`config.mk`:
```
export PLATFORM = sky130hd
export DESIGN_NAME = quadrature_decoder_flat
export DESIGN_NICKNAME = d
export VERILOG_FILES = /design/src/rtl/quadrature_decoder_if.sv /design/src/rtl/quadrature_decoder.sv /design/src/flat_wrapper.sv
export SDC_FILE = /design/constraint.sdc
export NUM_CORES = 1
export LEC_CHECK = 0
export CAP_MARGIN = 30
export CORE_MARGIN = 2
export CORE_UTILIZATION = 50
export CTS_CLUSTER_DIAMETER = 150
export CTS_CLUSTER_SIZE = 20
export DETAILED_ROUTE_END_ITERATION = 16
export DONT_BUFFER_PORTS = 1
export PLACE_DENSITY = 0.65
export RECOVER_POWER = 25
export SLEW_MARGIN = 10
export SYNTH_ARGS = -nofsm -noshare
export SYNTH_HDL_FRONTEND = slang
export SYNTH_SLANG_ARGS = --single-unit
```
`constraint.sdc`:
```
create_clock -name clk -period 3.5 [get_ports clk]
set_clock_uncertainty 0.1 [all_clocks]
set_input_delay 0.35 -clock clk [delete_from_list [all_inputs] [get_ports clk]]
set_output_delay 0.35 -clock clk [all_outputs]
set_load 0.05 [all_outputs]
```
`src/rtl/quadrature_decoder_if.sv`:
```
// Pin-side and control-side signals of the quadrature decoder, grouped for port hookup.
interface quadrature_decoder_if #(
  parameter int unsigned POS_W = 16,
  parameter int unsigned SPD_W = 16
);
  logic             enc_a;
  logic             enc_b;
  logic             clear_pos;
  logic             err_clr;
  logic [POS_W-1:0] position;
  logic             direction;
  logic [SPD_W-1:0] speed;
  logic             speed_valid;
  logic             moving;
  logic             quad_err;

  modport master (
    output enc_a, enc_b, clear_pos, err_clr,
    input  position, direction, speed, speed_valid, moving, quad_err
  );

  modport slave (
    input  enc_a, enc_b, clear_pos, err_clr,
    output position, direction, speed, speed_valid, moving, quad_err
  );
endinterface

```
`src/rtl/quadrature_decoder.sv`:
```
// Quadrature encoder decoder: synchronizer, per-channel glitch filter, step decode,
// signed position count, direction, sticky illegal-transition flag and windowed edge rate.
module quadrature_decoder #(
  parameter int unsigned FILTER_LEN    = 4,
  parameter int unsigned POS_W         = 16,
  parameter int unsigned SPD_W         = 16,
  parameter int unsigned WINDOW_CYCLES = 1000000
) (
  input logic                 clk,
  input logic                 rst,
  quadrature_decoder_if.slave bus
);
  localparam int unsigned WinW    = $clog2(WINDOW_CYCLES);
  localparam logic [3:0]  FiltMax = 4'(FILTER_LEN - 1);
  localparam logic [WinW-1:0] WinLast = WinW'(WINDOW_CYCLES - 1);

  typedef enum logic {StUnprimed, StPrimed} state_e;

  // Channel vectors: bit 1 = A, bit 0 = B
  logic [1:0]      sync1_q, sync2_q;
  logic [1:0]      lvl_q, lvl_d, vld_q, vld_d;
  logic [1:0][3:0] cnt_q, cnt_d;
  state_e          state_q, state_d;
  logic [1:0]      ref_q, ref_d;
  logic            step_fwd, step_rev, step_bad;
  logic [1:0]      phase_diff;

  logic [POS_W-1:0] pos_q, pos_d;
  logic             dir_q, dir_d, err_q, err_d;
  logic [WinW-1:0]  win_q, win_d;
  logic [SPD_W-1:0] edge_q, edge_d, edge_sum, speed_q, speed_d;
  logic             moving_q, moving_d, sv_q, wrap;

  // Gray position of {a,b} in the forward sequence 00,10,11,01
  function automatic logic [1:0] phase(input logic [1:0] ab);
    return {ab[0], ab[1] ^ ab[0]};
  endfunction

  // Until a channel has a trusted level, count consecutive equal samples;
  // afterwards, count consecutive samples that disagree with the level.
  always_comb begin
    lvl_d = lvl_q;
    vld_d = vld_q;
    cnt_d = '0;
    for (int i = 0; i < 2; i++) begin
      if (!vld_q[i]) begin
        if (sync2_q[i] != lvl_q[i]) begin
          lvl_d[i] = sync2_q[i];
          vld_d[i] = (FILTER_LEN == 1);
          cnt_d[i] = 4'd1;
        end else if (cnt_q[i] == FiltMax) begin
          vld_d[i] = 1'b1;
        end else begin
          cnt_d[i] = cnt_q[i] + 4'd1;
        end
      end else if (sync2_q[i] != lvl_q[i]) begin
        if (cnt_q[i] == FiltMax) lvl_d[i] = sync2_q[i];
        else                     cnt_d[i] = cnt_q[i] + 4'd1;
      end
    end
  end

  assign phase_diff = phase(lvl_q) - phase(ref_q);

  always_comb begin
    state_d  = state_q;
    ref_d    = ref_q;
    step_fwd = 1'b0;
    step_rev = 1'b0;
    step_bad = 1'b0;
    case (state_q)
      StUnprimed: begin
        if (&vld_q) begin
          state_d = StPrimed;
          ref_d   = lvl_q;
        end
      end
      StPrimed: begin
        ref_d = lvl_q;
        case (phase_diff)
          2'd1:    step_fwd = 1'b1;
          2'd2:    step_bad = 1'b1;
          2'd3:    step_rev = 1'b1;
          default: ;
        endcase
      end
    endcase
  end

  always_comb begin
    pos_d = pos_q;
    if (bus.clear_pos)  pos_d = '0;
    else if (step_fwd)  pos_d = pos_q + POS_W'(1);
    else if (step_rev)  pos_d = pos_q - POS_W'(1);
    dir_d    = step_fwd ? 1'b1 : (step_rev ? 1'b0 : dir_q);
    err_d    = step_bad | (err_q & ~bus.err_clr);
    wrap     = (win_q == WinLast);
    win_d    = wrap ? '0 : win_q + WinW'(1);
    edge_sum = edge_q + SPD_W'((step_fwd | step_rev) && (edge_q != '1));
    edge_d   = wrap ? '0 : edge_sum;
    speed_d  = wrap ? edge_sum : speed_q;
    moving_d = wrap ? (edge_sum != '0) : moving_q;
  end

  always_ff @(posedge clk or posedge rst) begin
    if (rst) begin
      sync1_q  <= '0;
      sync2_q  <= '0;
      lvl_q    <= '0;
      vld_q    <= '0;
      cnt_q    <= '0;
      state_q  <= StUnprimed;
      ref_q    <= '0;
      pos_q    <= '0;
      dir_q    <= 1'b1;
      err_q    <= 1'b0;
      win_q    <= '0;
      edge_q   <= '0;
      speed_q  <= '0;
      moving_q <= 1'b0;
      sv_q     <= 1'b0;
    end else begin
      sync1_q  <= {bus.enc_a, bus.enc_b};
      sync2_q  <= sync1_q;
      lvl_q    <= lvl_d;
      vld_q    <= vld_d;
      cnt_q    <= cnt_d;
      state_q  <= state_d;
      ref_q    <= ref_d;
      pos_q    <= pos_d;
      dir_q    <= dir_d;
      err_q    <= err_d;
      win_q    <= win_d;
      edge_q   <= edge_d;
      speed_q  <= speed_d;
      moving_q <= moving_d;
      sv_q     <= wrap;
    end
  end

  assign bus.position    = pos_q;
  assign bus.direction   = dir_q;
  assign bus.quad_err    = err_q;
  assign bus.speed       = speed_q;
  assign bus.speed_valid = sv_q;
  assign bus.moving      = moving_q;
endmodule

```
`src/flat_wrapper.sv`:
```
// flat-port wrapper written by rule: the top's interface ports become plain ports
module quadrature_decoder_flat 
#(
  parameter int unsigned FILTER_LEN    = 4,
  parameter int unsigned POS_W         = 16,
  parameter int unsigned SPD_W         = 16,
  parameter int unsigned WINDOW_CYCLES = 1000000
)
  (clk, rst, bus_enc_a, bus_enc_b, bus_clear_pos, bus_err_clr, bus_position, bus_direction, bus_speed, bus_speed_valid, bus_moving, bus_quad_err);
  quadrature_decoder_if #(.POS_W(POS_W), .SPD_W(SPD_W)) bus_i ();
  input logic clk;
  input logic rst;
  input wire logic [$bits(bus_i.enc_a)-1:0] bus_enc_a;
  input wire logic [$bits(bus_i.enc_b)-1:0] bus_enc_b;
  input wire logic [$bits(bus_i.clear_pos)-1:0] bus_clear_pos;
  input wire logic [$bits(bus_i.err_clr)-1:0] bus_err_clr;
  output wire logic [$bits(bus_i.position)-1:0] bus_position;
  output wire logic [$bits(bus_i.direction)-1:0] bus_direction;
  output wire logic [$bits(bus_i.speed)-1:0] bus_speed;
  output wire logic [$bits(bus_i.speed_valid)-1:0] bus_speed_valid;
  output wire logic [$bits(bus_i.moving)-1:0] bus_moving;
  output wire logic [$bits(bus_i.quad_err)-1:0] bus_quad_err;
  assign bus_i.enc_a = bus_enc_a;
  assign bus_i.enc_b = bus_enc_b;
  assign bus_i.clear_pos = bus_clear_pos;
  assign bus_i.err_clr = bus_err_clr;
  assign bus_position = bus_i.position;
  assign bus_direction = bus_i.direction;
  assign bus_speed = bus_i.speed;
  assign bus_speed_valid = bus_i.speed_valid;
  assign bus_moving = bus_i.moving;
  assign bus_quad_err = bus_i.quad_err;
  quadrature_decoder #(.FILTER_LEN(FILTER_LEN), .POS_W(POS_W), .SPD_W(SPD_W), .WINDOW_CYCLES(WINDOW_CYCLES)) u_core (.clk(clk), .rst(rst), .bus(bus_i));
endmodule
```
======== Word-level counts from Yosys, hierarchy flattened ========
Cells that the tools add are included.
storage, ports and cells
  register bits ........................... 91
  input bits .............................. 6
  word-level logic and storage cells ...... 89
cells by class
  add/subtract/negate cells ............... 7
  eq/ne operators ......................... 12
  mux-type cells .......................... 39
  bitwise logic cells ..................... 7
  reduce and logical (&&, ||, !) cells .... 7
operators by type and width
  kind                     count
  $mux W16                 4
  $mux W4                  8
  $mux W1                  24
  $add A20 B1 Y20 const B  1
  $eq A20 B20 Y1 const B   1
  $mux W20                 1
  $add A16 B1 Y16          1
  $add A16 B1 Y16 const B  1
  $ne A16 B16 Y1 const B   1
  $reduce_bool A16 Y1      1
  $sub A16 B1 Y16 const B  1
  $add A4 B1 Y4 const B    2
  $eq A4 B2 Y1 const B     2
  $reduce_and A2 Y1        3
  $eq A2 B2 Y1 const B     2
  $ne A2 B2 Y1 const B     2
  $pmux W2 S2              1
  $reduce_bool A3 Y1       1
  $eq A2 B1 Y1 const B     1
  $mux W2                  1
  $ne A1 B1 Y1             2
  $ne A2 B1 Y1 const B     1
  $not A1 Y1               2
  $or A1 B1 Y1             2
  5 further kinds          6

======== Depth between registers and ports, before layout ========
Gate-level depths: netlist of run 1.
  word-level depth ........................ 9
  depth in mapped cells ................... 14
  gate-level depth less buffers ........... 12

======== Least setup slack after synthesis of run 1 ========
Ideal clock, no wire load.
  kind .................................... register to register
  from .................................... register u_core.lvl_q[0]
  to ...................................... register u_core.moving_q, in the netlist u_core.bus.moving
  setup time .............................. 121 ps
  arrival ................................. 3360 ps
  data required time ...................... 3279 ps
  slack ................................... -81 ps
  cell stages (with the launch flop) ...... 15
  buffers on the path ..................... 2
  period minus slack after synthesis ...... 3581 ps
  cells stage by stage .................... dfrtp_1 xnor2_1 ha_1 nand2b_1 clkbuf_1 clkbuf_1 a41oi_1 ha_1 ha_1 nand4_1 nor4_1 xnor2_1 nand4_1 or4b_1 o22a_1
between the ends
  longest elaborated chain between the ends .. 9
  elaborated cells on any way between the ends .. 12
  classes of those cells .................. add/sub: 2; eq/ne: 2; mux: 4; bitwise: 2; reduce/logical: 2
RTL lines
  element                                              line                       RTL
  start, declared                                      quadrature_decoder.sv:21   logic [1:0] lvl_q, lvl_d, vld_q, vld_d;
  start signal, assigned                               quadrature_decoder.sv:125  lvl_q <= lvl_d;
  $xor A1 B1 Y1                                        quadrature_decoder.sv:36   return {ab[0], ab[1] ^ ab[0]};
  $sub A2 B2 Y2 (*)                                    quadrature_decoder.sv:63   assign phase_diff = phase(lvl_q) - phase(ref_q);
  $eq A2 B1 Y1 / $eq A2 B2 Y1 (equally long branches)  quadrature_decoder.sv:80   case (phase_diff)
  $mux W1                                              quadrature_decoder.sv:80
  $mux W1                                              quadrature_decoder.sv:71   case (state_q)
  $or A1 B1 Y1 (*)                                     quadrature_decoder.sv:99   edge_sum = edge_q + SPD_W'((step_fwd | step_rev) && (edge_q != '1));
  $logic_and A1 B1 Y1 (*)                              quadrature_decoder.sv:99
  $add A16 B1 Y16 (*)                                  quadrature_decoder.sv:99
  $reduce_bool A16 Y1 (*)                              quadrature_decoder.sv:102  moving_d = wrap ? (edge_sum != '0) : moving_q;
  end signal, assigned                                 quadrature_decoder.sv:136  moving_q <= moving_d;
  end, declared                                        quadrature_decoder.sv:32   logic moving_q, moving_d, sv_q, wrap;
Mark *: on every way between the ends. The rest lies on a longest branch, timed or not.
A chain may end at the register's enable or synchronous reset.

======== Worst setup path in the final report of run 1 ========
  from .................................... register u_core.ref_q[0]
  to ...................................... register u_core.moving_q, in the netlist u_core.bus.moving
between the ends
  longest elaborated chain between the ends .. 9
  elaborated cells on any way between the ends .. 12
  classes of those cells .................. add/sub: 2; eq/ne: 2; mux: 4; bitwise: 2; reduce/logical: 2
RTL lines
  element                                              line                       RTL
  start, declared                                      quadrature_decoder.sv:24   logic [1:0] ref_q, ref_d;
  start signal, assigned                               quadrature_decoder.sv:129  ref_q <= ref_d;
  $xor A1 B1 Y1                                        quadrature_decoder.sv:36
  $sub A2 B2 Y2 (*)                                    quadrature_decoder.sv:63
  $eq A2 B1 Y1 / $eq A2 B2 Y1 (equally long branches)  quadrature_decoder.sv:80
  $mux W1                                              quadrature_decoder.sv:80
  $mux W1                                              quadrature_decoder.sv:71
  $or A1 B1 Y1 (*)                                     quadrature_decoder.sv:99
  $logic_and A1 B1 Y1 (*)                              quadrature_decoder.sv:99
  $add A16 B1 Y16 (*)                                  quadrature_decoder.sv:99
  $reduce_bool A16 Y1 (*)                              quadrature_decoder.sv:102
Marks and branches as above.

==> impl_results.md, run 1 <==
* Syn Nets at 517
* Critical path, cell by cell: xor2_1 > ha_1 > nand2b_1 > a41oi_1 > ha_2 > ha_4 > and4_2 > nand2_1 > nor4_2 > a21oi_1 > or4b_1 > o22a_1
* Clock tree buffer depth at 2
* Final max-slew violation count at 47
* Final hold vios at 0
* Crit-path max cell delay at 0.51 ns
* FF/Latch Area at 2278 µm²
* Final setup viols at 0
* Adder-Cell Fraction of Synth Area at 6.494%
* WP data arrival at 3.46 ns
* Most frequent cells in the layout: 90 x dfrtp_1, 57 x nand2_1, 39 x nor2_1
* Vias in the first global route at 3327
* Period utilisation layout at 94.79%
* Cell Count Post-Placement at 607
* Primary FF master, synth: dfrtp_1
* Main combinational cell family by area after synthesis: simple AND/OR/NAND/NOR gates
* N_diodes at 0
* I/O Buffers at 0
* Commonest non-fill, non-tap cell in the layout: dfrtp_1
* H-tree Lvls at 3
* Die Ht at 101.4 µm
* Worst path bufs/invs at 0
* Fill count at 822
* Root Buffer: clkbuf_8
* Final worst slack at 0.1823 ns
* Rows at 35
* Gr usage total at 19.14%
* Routed wire length at 9471 µm
* Clk slew on worst S/H paths at 0.10 ns
* Post-layout net count at 528
* # IOs at 42
* Largest net degree at the start of global routing at 48
* Post-Synthesis Cells at 487
* Final ANT Viol Nets at 0
* Peak Freq at 301.4 MHz
* DRT iter0 DRCs at 142
* Register area share after synthesis at 48.07%
* Failing checks: capacitance limit, slew limit
* Minimum clock period after layout at 3.318 ns
* Worst slew margin at -36.78%
* Synth cell types at 50
* Clock Latency Late Sink at 0.36 ns
* Synth Warn # at 0
* Synth Register Bits at 91
* Inserted Clock Buffers at 9
* CP Launch Type: register
* Critical path class: reg -> reg
* CP top delay family: simple AND/OR/NAND/NOR gates
* Worst slew pin tran at 2.040 ns
* Worst min path class: in -> reg
* Via count at 3504
* Initial Utilization at 51.29%
* Multiplexer area fraction after synthesis at 1.373%
* Area Growth Syn to Fin at 11.06%
* Post-Synth Simple-Gate Area at 20.78%
* CP required at 3.65 ns
* Slowest-stage cell, CP: or4b_1
* Layout cell share with drive strength beyond 1 at 10.14%
* Setup WS pre-CTS at 0.06854 ns
* Critical path fanouts, max at 6
* Core Region at 9240 µm²
* CTS tree: done
* Gpl congestion at 0.8068
* Maxcap violations at 1
* Crit. End Element: register
* Synth Area in Compound Gates at 12.49%
* Share of flip-flops with an asynchronous set or reset at 100.0%
* Status: finished with violations
* Routed len/inst at 14.99 µm
* Pre-Repair DR Iteration Count at 4
* Post-route insts no fill at 632
* Die Area at 10270 µm²
* Design area at 5264 µm²
* Post-Synth XOR/XNOR Area at 8.501%
* Routed vias/inst at 5.544
* Multi-input gate area at 2412 µm²
* Netlist Area Pre-Place at 4740 µm²
* Number of synthesized flops with an enable pin at 0
* Dpl cell area at 4923 µm²
* Width of the die at 101.4 µm
* Avg Inst Size Synth at 9.732 µm²
* Wire length of the first global-routing pass at 15640 µm
* Antenna violations before repair at 0
* Post-DP HPWL at 6369 µm
* Remaining global-route overflow at 0
* Drc violations at 0
* # clock sinks at 91
## layout make-up
type | instances | share of cell area [%]
inverter | 11 | 0.8082
sequential | 91 | 43.29
clock buffer | 10 | 2.615
clock inverter | 6 | 1.355
timing repair buffer | 17 | 3.043
multi-input combinational | 368 | 45.83
tap | 129 | 3.066
## kinds of logic (layout without fill, tap and decap cells)
family	Yosys count	count (layout)
mux	6	6
compound gates	95	95
flops	91	91
buf+inv	29	44
fa+ha+maj	24	24
simple gates	196	197
xor+xnor	46	46
## synth_stat cells, types with 3 or more instances
cell type	n	area [µm²]
xnor2_1	26	227.7
and3_1	10	62.56
nand4_1	12	75.07
nand2b_1	6	37.54
mux2_2	4	45.04
nor2b_1	9	56.30
or3_1	4	25.02
ha_1	23	287.8
nor4_1	7	43.79
and4_1	3	26.28
nor3_1	8	40.04
nand3_1	27	135.1
o31ai_1	5	37.54
nand2_1	57	214.0
inv_1	11	41.29
a31oi_1	4	25.02
dfrtp_1	90	2252
a41oi_1	4	35.03
a21oi_1	29	145.1
o21ai_0	27	135.1
a21o_1	6	45.04
nand3b_1	3	22.52
xor2_1	20	175.2
clkbuf_1	18	67.56
nor2_1	39	146.4
## final timing paths
kind,slack (ns),start,endpoint,cells past startpoint
max in group asynchronous,1.42,rst,u_core.bus.direction,3
setup reg to reg,0.18,u_core.ref_q[0],u_core.bus.moving,12
hold reg to reg,0.26,u_core.sync1_q[0],u_core.sync2_q[0],0
min in group asynchronous,0.89,rst,u_core.win_q[16],2
setup / recovery,0.18,u_core.ref_q[0],u_core.bus.moving,12
hold / removal,0.12,bus_clear_pos,u_core.bus.position[12],3
## state kept, by name, summed over array words and instances, names as in the netlist
| signal | cells |
|---|---|
| u_core.state_q | 1 |
| u_core.bus.speed_valid | 1 |
| u_core.lvl_q | 2 |
| u_core.win_q | 20 |
| u_core.ref_q | 2 |
| u_core.cnt_q | 8 |
| u_core.bus.direction | 1 |
| u_core.bus.moving | 1 |
| u_core.bus.speed | 16 |
| u_core.sync2_q | 2 |
| u_core.bus.quad_err | 1 |
| u_core.vld_q | 2 |
| u_core.edge_q | 16 |
| u_core.bus.position | 16 |
| u_core.sync1_q | 2 |
## worst register-to-register path: stages, from the launching register on
cell	delay (ns)
dfrtp_1	0.43
xor2_1	0.18
ha_1	0.32
nand2b_1	0.18
a41oi_1	0.18
ha_2	0.26
ha_4	0.17
and4_2	0.28
nand2_1	0.13
nor4_2	0.26
a21oi_1	0.06
or4b_1	0.51
o22a_1	0.16
## layer usage
layer | up-vias | wire length (µm) | track usage (%)
met5 | - | 0 | 0
met4 | 0 | 216 | 6.653
met3 | 14 | 363 | 4.210
met2 | 56 | 4495 | 31.64
met1 | 1692 | 4396 | 25.01
li1 | 1742 | - | -
## repair_timing
item	4_1_cts	5_1_grt
resized for setup	0	11
buffers inserted	0	2
setup endpoints to repair	0	8
hold buffers	5	0
endpoints found under the hold margin	60	0
## metrics by stage
| stage | TNS (ns) | hold WS [ns] | util (%) |
|---|---|---|---|
| after floorplan | 0 | 0.2312 | - |
| after global placement | 0 | 0.2368 | 53.28 |
| after detailed placement | 0 | 0.2416 | 53.28 |
| after CTS | 0 | 0.1062 | 56.09 |
| after global routing | -0.01716 | 0.1165 | 56.97 |
| final | 0 | 0.1163 | 56.97 |
Power of run 1 is not shown: default switching activity piles up to over one toggle a cycle in this logic, so the estimate is an artifact.
==> run 2, diff against run 1 <==
- CAP_MARGIN: 30 -> not set
- CTS_BUF_LIST: not set -> sky130_fd_sc_hd__clkbuf_4 sky130_fd_sc_hd__clkbuf_8 sky130_fd_sc_hd__clkbuf_16
==> impl_results.md, run 2 (synthesized netlist as in run 1, its figures left out) <==
* Status: finished with violations
* Failing checks: capacitance limit, slew limit
* Worst slew margin at -36.67% (+0.11 points)
* N_diodes at 0 (unchanged)
* Peak Freq at 301.2 MHz (about the same)
* Area Growth Syn to Fin at 10.74%
* Final worst slack at 0.1801 ns (-0.002148 ns)
* CP required at 3.65 ns (about the same)
* Wire length of the first global-routing pass at 15640 µm (unchanged)
* DRT iter0 DRCs at 127 (-11%)
* Critical path fanouts, max at 6 (unchanged)
* Largest net degree at the start of global routing at 48 (unchanged)
* # IOs at 42 (unchanged)
* Width of the die at 101.4 µm (unchanged)
* # clock sinks at 91 (unchanged)
* Routed wire length at 9449 µm (-0.23%)
* Rows at 35 (unchanged)
* Clock Latency Late Sink at 0.36 ns (about the same)
* Final hold vios at 0 (unchanged)
* Slowest-stage cell, CP: or4b_1
* Post-layout net count at 527 (-0.19%)
* Setup WS pre-CTS at 0.06854 ns (unchanged)
* Initial Utilization at 51.29% (unchanged)
* FF/Latch Area at 2278 µm² (unchanged)
* Post-DP HPWL at 6369 µm (unchanged)
* Root Buffer: clkbuf_8
* Design area at 5249 µm² (-0.29%)
* Worst min path class: in -> reg
* Met2 WL at 4490 µm (-0.11%)
* Inserted Clock Buffers at 9 (unchanged)
* H-tree Lvls at 3 (unchanged)
* Critical path class: reg -> reg
* CP Launch Type: register
* Die Area at 10270 µm² (unchanged)
* Worst slew pin tran at 2.039 ns (-0.001619 ns)
* Maxcap violations at 1 (unchanged)
* Gr usage total at 19.14% (unchanged)
* DR WL met3 at 383 µm (+5.5%)
* Pre-Repair DR Iteration Count at 6 (+2)
* Largest reg by FF count: u_core.win_q
* Final setup viols at 0 (unchanged)
* Core Region at 9240 µm² (unchanged)
* Clock tree buffer depth at 2 (unchanged)
* Final max-slew violation count at 47 (unchanged)
* Multi-input gate area at 2412 µm² (unchanged)
* Dpl cell area at 4923 µm² (unchanged)
* Most frequent cells in the layout: 90 x dfrtp_1, 57 x nand2_1, 39 x nor2_1
* Period utilisation layout at 94.85% (about the same)
* Vias in the first global route at 3327 (unchanged)
* Routed len/inst at 14.97 µm (about the same)
* Layout cell share with drive strength beyond 1 at 9.960% (-0.18 points)
* WP data arrival at 3.47 ns (about the same)
* Gpl congestion at 0.8068 (unchanged)
* Critical path, cell by cell: xor2_1 > ha_1 > nand2b_1 > a41oi_1 > ha_2 > ha_4 > and4_2 > nand2_1 > nor4_2 > a21oi_1 > or4b_1 > o22a_1
* Final ANT Viol Nets at 0 (unchanged)
* Via count at 3517 (+0.37%)
* Max reg flops at 20 (unchanged)
* Routed length on met1 at 4388 µm (-0.18%)
* CTS tree: done
* Minimum clock period after layout at 3.320 ns (+0.002148 ns)
* Drc violations at 0 (unchanged)
* Crit-path max cell delay at 0.51 ns (about the same)
* I/O Buffers at 0 (unchanged)
* Commonest non-fill, non-tap cell in the layout: dfrtp_1
* Top Layer Used: met4
* Clk slew on worst S/H paths at 0.10 ns (about the same)
* Antenna violations before repair at 0 (unchanged)
* Fill count at 825 (+0.36%)
* Routed vias/inst at 5.574 (+0.53%)
* Remaining global-route overflow at 0 (unchanged)
* Crit. End Element: register
* Die Ht at 101.4 µm (unchanged)
run 2: changes by cell type in the layout (fill, tap and decap cells not counted), sizes merged:
cell / change
buf: -1
run 2: area by class of cell:
| class | instances | area share (%) |
|---|---|---|
| multi-input combinational | 368 | 45.96 |
| sequential | 91 | 43.41 |
| tap | 129 | 3.075 |
| timing repair buffer | 16 | 2.765 |
| clock buffer | 10 | 2.622 |
| clock inverter | 6 | 1.359 |
| inverter | 11 | 0.8105 |
run 2: repair_timing:
item	CTS	global route
endpoints found under the hold margin	60	0
gates resized for setup	0	11
setup buffers	0	2
hold buffers	5	0
setup endpoints to repair	0	8
run 2: final timing paths:
check | startpoint | endpoint | slack, ns | cells after the start
min reg2reg | u_core.sync1_q[0] | u_core.sync2_q[0] | 0.26 | 0
min in group asynchronous | rst | u_core.win_q[16] | 0.89 | 2
max in group asynchronous | rst | u_core.bus.direction | 1.42 | 3
max | u_core.ref_q[0] | u_core.bus.moving | 0.18 | 12
min | bus_clear_pos | u_core.bus.position[12] | 0.12 | 3
max reg2reg | u_core.ref_q[0] | u_core.bus.moving | 0.18 | 12
run 2: layer usage:
layer | vias to the layer above | GRT usage [%]
li1 | 1743 | -
met1 | 1702 | 25.01
met2 | 61 | 31.64
met3 | 11 | 4.210
met4 | 0 | 6.653
met5 | - | 0
run 2: critical path: cells and delay by family (launching register included):
| family | cells | cell delay (ns) |
|---|---|---|
| adders and majority gates | 3 | 0.75 |
| xor gates and xnor gates | 1 | 0.18 |
| and+or+nand+nor | 5 | 1.35 |
| DFF | 1 | 0.43 |
| AOI/OAI and AO/OA | 3 | 0.40 |
run 2: metrics by stage:
stage	utilization [%]	hold WS [ns]	cells	TNS (ns)
after floorplan	-	0.2312	487	0
after global placement	53.28	0.2368	607	0
after detailed placement	53.28	0.2416	607	0
after CTS	56.09	0.1062	628	0
after global routing	56.80	0.1165	631	-0.01716
final	56.80	0.1169	631	0
Power of run 2 is left out for the same reason.
==> run 3, diff against run 2 <==
- CORE_ASPECT_RATIO: not set -> 1.4
- CORE_MARGIN: 2 -> 8
==> impl_results.md, run 3 (synthesized netlist as in run 1, its figures left out) <==
* Status: finished with violations
* Failing checks: capacitance limit, slew limit
* Minimum clock period after layout at 3.327 ns (+0.006885 ns)
* Vias in the first global route at 3593 (+8.0%)
* Period utilisation layout at 95.05% (+0.20 points)
* Clock Latency Late Sink at 0.34 ns (-0.02 ns)
* Post-layout util at 56.94% (+0.14 points)
* Gpl congestion at 0.8129 (+0.76%)
* Critical path fanouts, max at 6 (unchanged)
* Post-layout net count at 532 (+0.95%)
* Crit. End Element: register
* Layout cell share with drive strength beyond 1 at 10.06% (+0.099 points)
* Clock tree buffer depth at 2 (unchanged)
* Clk slew on worst S/H paths at 0.06 ns (-0.04 ns)
* Via count at 3590 (+2.1%)
* Final ANT Viol Nets at 0 (unchanged)
* TNS Setup at 0 ns (unchanged)
* Final max-slew violation count at 40 (-15%)
* H-tree Lvls at 3 (unchanged)
* Register-to-register setup slack at 0.17 ns (about the same)
* CP Launch Type: register
* Worst path bufs/invs at 0 (unchanged)
* Rows at 42 (+20%)
* Inserted Clock Buffers at 9 (unchanged)
* DRT iter0 DRCs at 119 (-6.3%)
* CTS tree: done
* Critical path class: reg -> reg
* Core Region at 9354 µm² (+1.2%)
* Crit-path max cell delay at 0.51 ns (about the same)
* Worst min path class: in -> reg
* Largest reg by FF count: u_core.win_q
* CP top delay family: simple AND/OR/NAND/NOR gates
* Worst slew pin tran at 1.726 ns (-0.3125 ns)
* Critical path, cell by cell: xor2_1 > ha_1 > nand2b_1 > a41oi_1 > ha_2 > ha_4 > and4_2 > nand2_1 > nor4_2 > a21oi_1 > or4b_1 > o22a_1
* Peak Freq at 300.6 MHz (-0.21%)
* Max reg flops at 20 (unchanged)
* Remaining global-route overflow at 0 (unchanged)
* Antenna violations before repair at 0 (unchanged)
* Commonest non-fill, non-tap cell in the layout: dfrtp_1
* Routed len/inst at 16.43 µm (+9.7%)
* Cells on worst reg2reg path at 12 (unchanged)
* # IOs at 42 (unchanged)
* Most frequent cells in the layout: 90 x dfrtp_1, 56 x nand2_1, 39 x nor2_1
* Maxcap violations at 1 (unchanged)
* Final hold vios at 0 (unchanged)
* Routed vias/inst at 5.818 (+4.4%)
* Area Growth Syn to Fin at 12.38%
* Drc violations at 0 (unchanged)
* N_diodes at 0 (unchanged)
* Width of the die at 98.29 µm (-3.0%)
* Post-DP HPWL at 7125 µm (+12%)
* Wire length of the first global-routing pass at 17020 µm (+8.8%)
* Final setup viols at 0 (unchanged)
* I/O Buffers at 0 (unchanged)
* Pre-Repair DR Iteration Count at 4 (-2)
* WP data arrival at 3.45 ns (-0.02 ns)
* Initial Utilization at 50.67% (-0.62 points)
* Root Buffer: clkbuf_16
* Hold depth at 1 (-2)
* # clock sinks at 91 (unchanged)
* Routed wire length at 10140 µm (+7.3%)
* CP required at 3.62 ns (-0.03 ns)
* Setup WS pre-CTS at 0.04172 ns (-0.02683 ns)
* Number of cells on the critical path at 12 (unchanged)
* Largest net degree at the start of global routing at 40 (-17%)
* Final worst slack at 0.1732 ns (-0.006885 ns)
* Die Area at 12900 µm² (+26%)
* Die Ht at 131.2 µm (+29%)
* Slowest-stage cell, CP: or4b_1
* Worst slew margin at -15.72% (+21 points)
* Gr usage total at 16.11% (-3.0 points)
[run 3: changes by cell type in the layout (fill, tap and decap cells not counted), sizes merged, moves of 2 or more]
cell	previous run	this run
buf	11	15
clkbuf	10	16
clkinvlp	3	1
inv	12	10
[run 3: worst paths after layout]
path                                   startpoint                      end
worst max-delay path              u_core.ref_q[0]        u_core.bus.moving
worst min-delay path                  bus_err_clr      u_core.bus.quad_err
worst max register to register    u_core.ref_q[0]        u_core.bus.moving
worst min register to register  u_core.sync1_q[1]        u_core.sync2_q[1]
max in group asynchronous                     rst        u_core.edge_q[14]
min in group asynchronous                     rst  u_core.bus.position[10]
[run 3: what timing repair did]
| item | 4_1_cts | 5_1_grt |
|---|---|---|
| setup buffers | 0 | 4 |
| endpoints found under the hold margin | 49 | 0 |
| endpoints found under the setup margin | 0 | 7 |
| hold buffers | 4 | 0 |
| gates resized for setup | 0 | 8 |
[run 3: metrics by stage]
stage,hold slack [ns],std cells,area (µm²)
5_1_grt,0.01345,617,5326
6_report,0.01500,617,5326
2_1_floorplan,0.2312,487,4750
3_5_place_dp,0.2370,593,4925
3_3_place_gp,0.2344,593,4925
4_1_cts,0.002337,613,5266
[run 3: worst reg2reg max path: stages (launching register included)]
cell and delay, ns:
dfrtp_1 0.42, xor2_1 0.18, ha_1 0.31, nand2b_1 0.18, a41oi_1 0.18, ha_2 0.24
ha_4 0.17, and4_2 0.29, nand2_1 0.14, nor4_2 0.25, a21oi_1 0.08, or4b_1 0.51
o22a_1 0.17
[run 3: routing by layer]
layer / up-vias / global-route usage, % / wire length, µm
li1: 1761 / - / -
met1: 1743 / 17.95 / 4194
met2: 66 / 27.50 / 5146
met3: 20 / 3.964 / 544
met4: 0 / 8.740 / 252
met5: - / 0 / 0
[run 3: area by class of cell]
class / count / area [µm²]
fillers: 849 / 4028
repair buffers: 22 / 163.9
flip-flops and latches: 91 / 2278
well taps: 110 / 137.6
clock buffers: 13 / 261.5
multi-input cells: 367 / 2402
inverters: 11 / 42.54
clock inverters: 3 / 40.04
Power of run 3 is left out for the same reason.
